### src/rtl/id_exe_stage_reg.sv
// ID/EXE pipeline register: freeze holds, flush inserts a bubble, saturating bubble count.
// Optional ID_EXE_FORWARD_EN adds SRC1/SRC2 register fields for the forwarding unit.
module id_exe_stage_reg #(
    parameter int DATA_W = 32,
    parameter int CNT_W  = 16
) (
    input  logic              clk,
    input  logic              rst_n,
    input  logic              FREEZE,
    input  logic              FLUSH,
    input  logic [DATA_W-1:0] PC_IN,
    input  logic [DATA_W-1:0] VAL_RN_IN,
    input  logic [DATA_W-1:0] VAL_RM_IN,
    input  logic              IMM_IN,
    input  logic [11:0]       SHIFT_OPERAND_IN,
    input  logic [23:0]       SIGNED_IMM24_IN,
    input  logic [3:0]        DEST_IN,
    input  logic [3:0]        STATUS_IN,
    input  logic [3:0]        EXE_CMD_IN,
    input  logic              S_IN,
    input  logic              B_IN,
    input  logic              MEM_W_EN_IN,
    input  logic              MEM_R_EN_IN,
    input  logic              WB_EN_IN,
`ifdef ID_EXE_FORWARD_EN
    input  logic [3:0]        SRC1_IN,
    input  logic [3:0]        SRC2_IN,
    output logic [3:0]        SRC1_OUT,
    output logic [3:0]        SRC2_OUT,
`endif
    output logic [DATA_W-1:0] PC_OUT,
    output logic [DATA_W-1:0] VAL_RN_OUT,
    output logic [DATA_W-1:0] VAL_RM_OUT,
    output logic              IMM_OUT,
    output logic [11:0]       SHIFT_OPERAND_OUT,
    output logic [23:0]       SIGNED_IMM24_OUT,
    output logic [3:0]        DEST_OUT,
    output logic [3:0]        STATUS_OUT,
    output logic [3:0]        EXE_CMD_OUT,
    output logic              S_OUT,
    output logic              B_OUT,
    output logic              MEM_W_EN_OUT,
    output logic              MEM_R_EN_OUT,
    output logic              WB_EN_OUT,
    output logic              VALID_OUT,
    output logic [CNT_W-1:0]  BUBBLE_CNT
);

    localparam logic [CNT_W-1:0] CNT_MAX = '1;

    logic load_data;
    logic load_ctrl;

    // Data fields load on flush as well; they are don't-care while VALID_OUT=0.
    assign load_data = FLUSH || !FREEZE;
    assign load_ctrl = !FLUSH && !FREEZE;

    always_ff @(posedge clk) begin
        if (!rst_n) begin
            PC_OUT            <= '0;
            VAL_RN_OUT        <= '0;
            VAL_RM_OUT        <= '0;
            IMM_OUT           <= 1'b0;
            SHIFT_OPERAND_OUT <= '0;
            SIGNED_IMM24_OUT  <= '0;
            DEST_OUT          <= '0;
            STATUS_OUT        <= '0;
        end else if (load_data) begin
            PC_OUT            <= PC_IN;
            VAL_RN_OUT        <= VAL_RN_IN;
            VAL_RM_OUT        <= VAL_RM_IN;
            IMM_OUT           <= IMM_IN;
            SHIFT_OPERAND_OUT <= SHIFT_OPERAND_IN;
            SIGNED_IMM24_OUT  <= SIGNED_IMM24_IN;
            DEST_OUT          <= DEST_IN;
            STATUS_OUT        <= STATUS_IN;
        end
    end

    always_ff @(posedge clk) begin
        if (!rst_n || FLUSH) begin
            EXE_CMD_OUT  <= '0;
            S_OUT        <= 1'b0;
            B_OUT        <= 1'b0;
            MEM_W_EN_OUT <= 1'b0;
            MEM_R_EN_OUT <= 1'b0;
            WB_EN_OUT    <= 1'b0;
            VALID_OUT    <= 1'b0;
        end else if (load_ctrl) begin
            EXE_CMD_OUT  <= EXE_CMD_IN;
            S_OUT        <= S_IN;
            B_OUT        <= B_IN;
            MEM_W_EN_OUT <= MEM_W_EN_IN;
            MEM_R_EN_OUT <= MEM_R_EN_IN;
            WB_EN_OUT    <= WB_EN_IN;
            VALID_OUT    <= 1'b1;
        end
    end

    always_ff @(posedge clk) begin
        if (!rst_n) begin
            BUBBLE_CNT <= '0;
        end else if (FLUSH && (BUBBLE_CNT != CNT_MAX)) begin
            BUBBLE_CNT <= BUBBLE_CNT + CNT_W'(1);
        end
    end

`ifdef ID_EXE_FORWARD_EN
    // A bubble carries register 15 so the forwarding unit never matches it.
    always_ff @(posedge clk) begin
        if (!rst_n) begin
            SRC1_OUT <= '0;
            SRC2_OUT <= '0;
        end else if (FLUSH) begin
            SRC1_OUT <= 4'hF;
            SRC2_OUT <= 4'hF;
        end else if (!FREEZE) begin
            SRC1_OUT <= SRC1_IN;
            SRC2_OUT <= SRC2_IN;
        end
    end
`endif

endmodule
### config.mk
export PLATFORM = sky130hd
export DESIGN_NAME = id_exe_stage_reg
export DESIGN_NICKNAME = d
export VERILOG_FILES = /design/src/rtl/id_exe_stage_reg.sv
export SDC_FILE = /design/constraint.sdc
export NUM_CORES = 1
export LEC_CHECK = 0
export ABC_AREA = 1
export BUFFER_PORTS_ARGS = -buffer_cell sky130_fd_sc_hd__buf_4
export CORE_AREA = 2 2 125 127
export CTS_BUF_LIST = sky130_fd_sc_hd__clkbuf_8
export DETAILED_ROUTE_END_ITERATION = 7
export DIE_AREA = 0 0 127 129
export PLACE_DENSITY = 0.82
export RECOVER_POWER = 100
export SLEW_MARGIN = 20
export SYNTH_ARGS = -nofsm -noshare
export SYNTH_HDL_FRONTEND = slang
export SYNTH_SLANG_ARGS = --single-unit
### constraint.sdc
create_clock -name clk -period 1.5 [get_ports clk]
set_input_delay 0.15 -clock clk [delete_from_list [all_inputs] [get_ports clk]]
set_output_delay 0.15 -clock clk [all_outputs]
set_load 0.005 [all_outputs]
==> out/results.txt <==
The run finished with clean final reports. The number of buffers created by CTS came out at 17. When the netlist entered floorplanning its net count stood at 958. Counting along the longest clock path gives a buffer depth of 2. The cell family contributing the most delay on the critical path is flip-flops.

In the final layout, the multi-input gates occupy 2420 um^2. The critical path in this run is classified as register to register. In the final routed layout, each cell accounts on average for 15.7 um. Synthesis warning total: 0. For this design, the slowest cell found on the critical path is dfxtp_1. The final instance area is 10300 um^2. Buffers added to address setup during post-CTS repair amount to 0. Entering global routing, the biggest net connects 84 pins.

The worst hold path startpoint was FREEZE. At the end of routability-driven placement, the weighted congestion stood at 0.861. The horizontal die dimension came out at 127 um. The commonest cells after synthesis are nor2_1 (329), dfxtp_1 (167), o21ai_0 (128), nand2_1 (58), clkbuf_1 (20). The gate count after technology mapping was 803; the final count of hold timing violations was 0.

The number of cells on the worst reg-to-reg path is 7. During placement, the flow inserted port buffers numbering 320. After synthesis the netlist holds a flip-flop and latch count of 167.

The largest single stage delay on the critical path is 0.35 ns. The worst pin sits at a relative slew slack of 57.7%. The floorplan step set the die height to 129 um. The logs give 1423 for the number of nets in the final layout and 0 for the number of antenna violations at the first check in global routing.

IR analysis of the VDD net gives a maximum drop of 0.000759 V. In the synthesized netlist the async set-or-reset flop fraction comes to 0%. Sorting the synthesized cells by area gives the leading types as dfxtp_1 (55%), nor2_1 (20%), o21ai_0 (11%). Dividing the detail-routed via count by the number of cells gives 4.93. In the final layout, the share of cells above drive strength 1 is 24.6%. The slack of the worst reg-to-reg path was 0.08 ns; the core region area was 15000 um^2. The number of flops mapped to enable cells by yosys was 0. For the initial core utilization, the log shows 40.5%. Clock latency on the worst-skew pair, taken at its later pin, is 0.45 ns. TritonCTS built the clock tree.

Data arrives at the worst endpoint at 1.75 ns. The instance count after placement with tap cells included was 1282; the number of fill cells in the layout was 1087. Prevailing post-synth register cell: dfxtp_1.

The ratio of final minimum period to clock period came out at 94.5%. Traced cell by cell, the critical path runs through ha_1, inv_1, nor2_1, nand4_1, buf_4, a21oi_1, nor2_1. Setup violations remaining at the end of the flow were counted as 0.

Counting buffers and inverters, the worst setup path is 7 cells deep. The worst setup path is captured at a register. The wire-length estimate of the detail-placed layout is 12700 um. For hold timing, the worst endpoint is MEM_R_EN_OUT. The placed instances occupy a cell area of 8690 um^2. The run gives 0.00746 ns as the largest clock skew in the final design.

STA classifies the critical path startpoint as a register. The run gives 0 as the total DRC errors in the routed layout. The tools report the total global routing track utilization as 27.4%. Summing all flip-flop and latch instances after layout gives 3340 um^2.

The tools report the static leakage as 4.77 nW. The post-synthesis area per instance was 7.55 um^2. The worst path needs 1.42 ns of the cycle, external delays included. The slew at the pin closest to its max-slew limit was 0.633 ns; the final global-route overflow total was 0. The clock root buffer master is clkbuf_8. The first global-routing pass estimated 35500 um of wire. The initialized floorplan defines 45 standard-cell rows. The boundary pin count is 321, and the number of DRC violations after detailed-routing iteration 0 is 463.

The critical-path maximum fanout works out to 20. The number of max-cap violations is 0, and the total routed wirelength is 23000 um. After the flow finishes, the layout carries non-filler instances totaling 1466. Highest clock frequency the design can meet: 706 MHz. The most numerous cell type found on the critical path is nor2_1.

In this run the worst hold path is classified as input port to register. Count of pins over their slew limit: 0. The reg-to-reg critical path endpoint was BUBBLE_CNT[10]. Summing every instance area after synthesis gives 6060 um^2. The largest total area in the synthesized netlist belongs to dfxtp_1. The clock sink count is 167, and the number of buffers and inverters on the critical path is 2. The power after layout was 0.00968 W. The via count of the first global-routing pass came out at 7257. Among all cell types in the netlist, the one instantiated most often is nor2_1. The required time of the critical path is 1.84 ns. Power spread over the standard cell area amounts to 937 nW/um^2. After synthesis, the largest area contributor takes up 55.2% of total cell area. The share of the Yosys chip area taken by registers is 55.2%.

The first-pass detailed-route iteration total came out at 7. The clock-pin slew reported for the worst setup and hold paths after clock tree synthesis is 0.09 ns. Across all layers, the routed design uses 7230 vias. The worst hold path passes through 3 cells. Once detail routing completed, the nets flagged for antenna violations numbered 0.

Relative to the synthesized area, the layout overhead comes to 70.6%. The floorplan step defined a die boundary enclosing 16400 um^2. The worst register-to-register path begins at BUBBLE_CNT[0]. CTS built an H-tree with a depth of 4.

Synthesis instantiated 19 different standard cells from the library. The number of antenna diodes in the final layout is 0.
==> where the power goes <==
| part | internal [W] | switching [W] | total, W |
|---|---|---|---|
| Combinational | 0.000942 | 0.000755 | 0.00170 |
| Clock | 0.00152 | 0.00159 | 0.00311 |
| Sequential | 0.00472 | 0.000156 | 0.00487 |
| Total | 0.00718 | 0.00250 | 0.00968 |
==> cells in the final DEF, fill, tap and decap left out, drive strengths merged <==
cell type	n
buf	148
bufinv	2
nand2	59
nor3	2
clkinv	5
a21oi	17
dfxtp	167
nor2	335
dlygate4sd3	155
nand4	2
o21ai	142
inv	14
a21boi	1
clkbuf	211
ha	1
clkinvlp	2
nand3	15
==> what timing repair did <==
item / 4_1_cts / 5_1_grt
endpoints found under the setup margin: 0 / 1
hold endpoints to repair: 148 / 0
gates resized for setup: 0 / 1
hold buffers: 155 / 0
==> final cells by class <==
class / count / area share (%)
timing repair buffer: 495 / 37.9
sequential: 167 / 32.3
multi-input combinational: 574 / 23.4
clock buffer: 19 / 2.53
tap: 188 / 2.28
clock inverter: 10 / 1.04
inverter: 13 / 0.472
==> state kept, by name, summed over array words and instances, names as in the netlist, 4 cells and up <==
name	count
PC_OUT	32
SIGNED_IMM24_OUT	24
DEST_OUT	4
VAL_RN_OUT	32
SHIFT_OPERAND_OUT	12
STATUS_OUT	4
EXE_CMD_OUT	4
BUBBLE_CNT	16
VAL_RM_OUT	32
==> layer usage <==
layer  vias to the layer above  routed length, um  share of wire (%)  GRT usage (%)
met1                      3278               8500                 37           28.2
met5                         -                  0                  0              0
met4                         0               1260                5.5           18.7
met2                       366              11700                 51           49.1
li1                       3484                  -                  -              -
met3                       102               1590                6.9           6.99
==> tightest hold or removal path, stage by stage <==
cell and delay [ns]:
buf_4 0.13, nor2_1 0.10, nor3_1 0.06
==> how the worst max path moves through the flow <==
stage,from,endpoint
after detailed placement,BUBBLE_CNT[0],BUBBLE_CNT[14]
after global placement,BUBBLE_CNT[0],BUBBLE_CNT[14]
after floorplan,BUBBLE_CNT[0],BUBBLE_CNT[14]
after CTS,BUBBLE_CNT[0],BUBBLE_CNT[14]
after global routing,BUBBLE_CNT[0],BUBBLE_CNT[10]
final,BUBBLE_CNT[0],BUBBLE_CNT[10]
==> metrics by stage <==
stage / utilization, % / setup WS (ns) / hold WS, ns / TNS [ns]
floorplan: - / 0.199 / 0.298 / 0
global placement: 58.0 / 0.208 / 0.381 / 0
CTS: 70.8 / 0.102 / 0.000163 / 0
global route: 69.0 / -0.0219 / 0.0279 / -0.0219
finish: 69.0 / 0.0832 / 0.0245 / 0
detailed placement: 58.0 / 0.173 / 0.388 / 0
==> cell families after synthesis <==
group / after synthesis / synth area share [%]
flip-flops: 167 / 55.2
adder cells (fa/ha/maj): 1 / 0.206
AO/OA/AOI/OAI: 160 / 13.3
buffers and inverters: 62 / 4.89
AND/OR/NAND/NOR: 413 / 26.5
(Power assumes the default switching activity.)
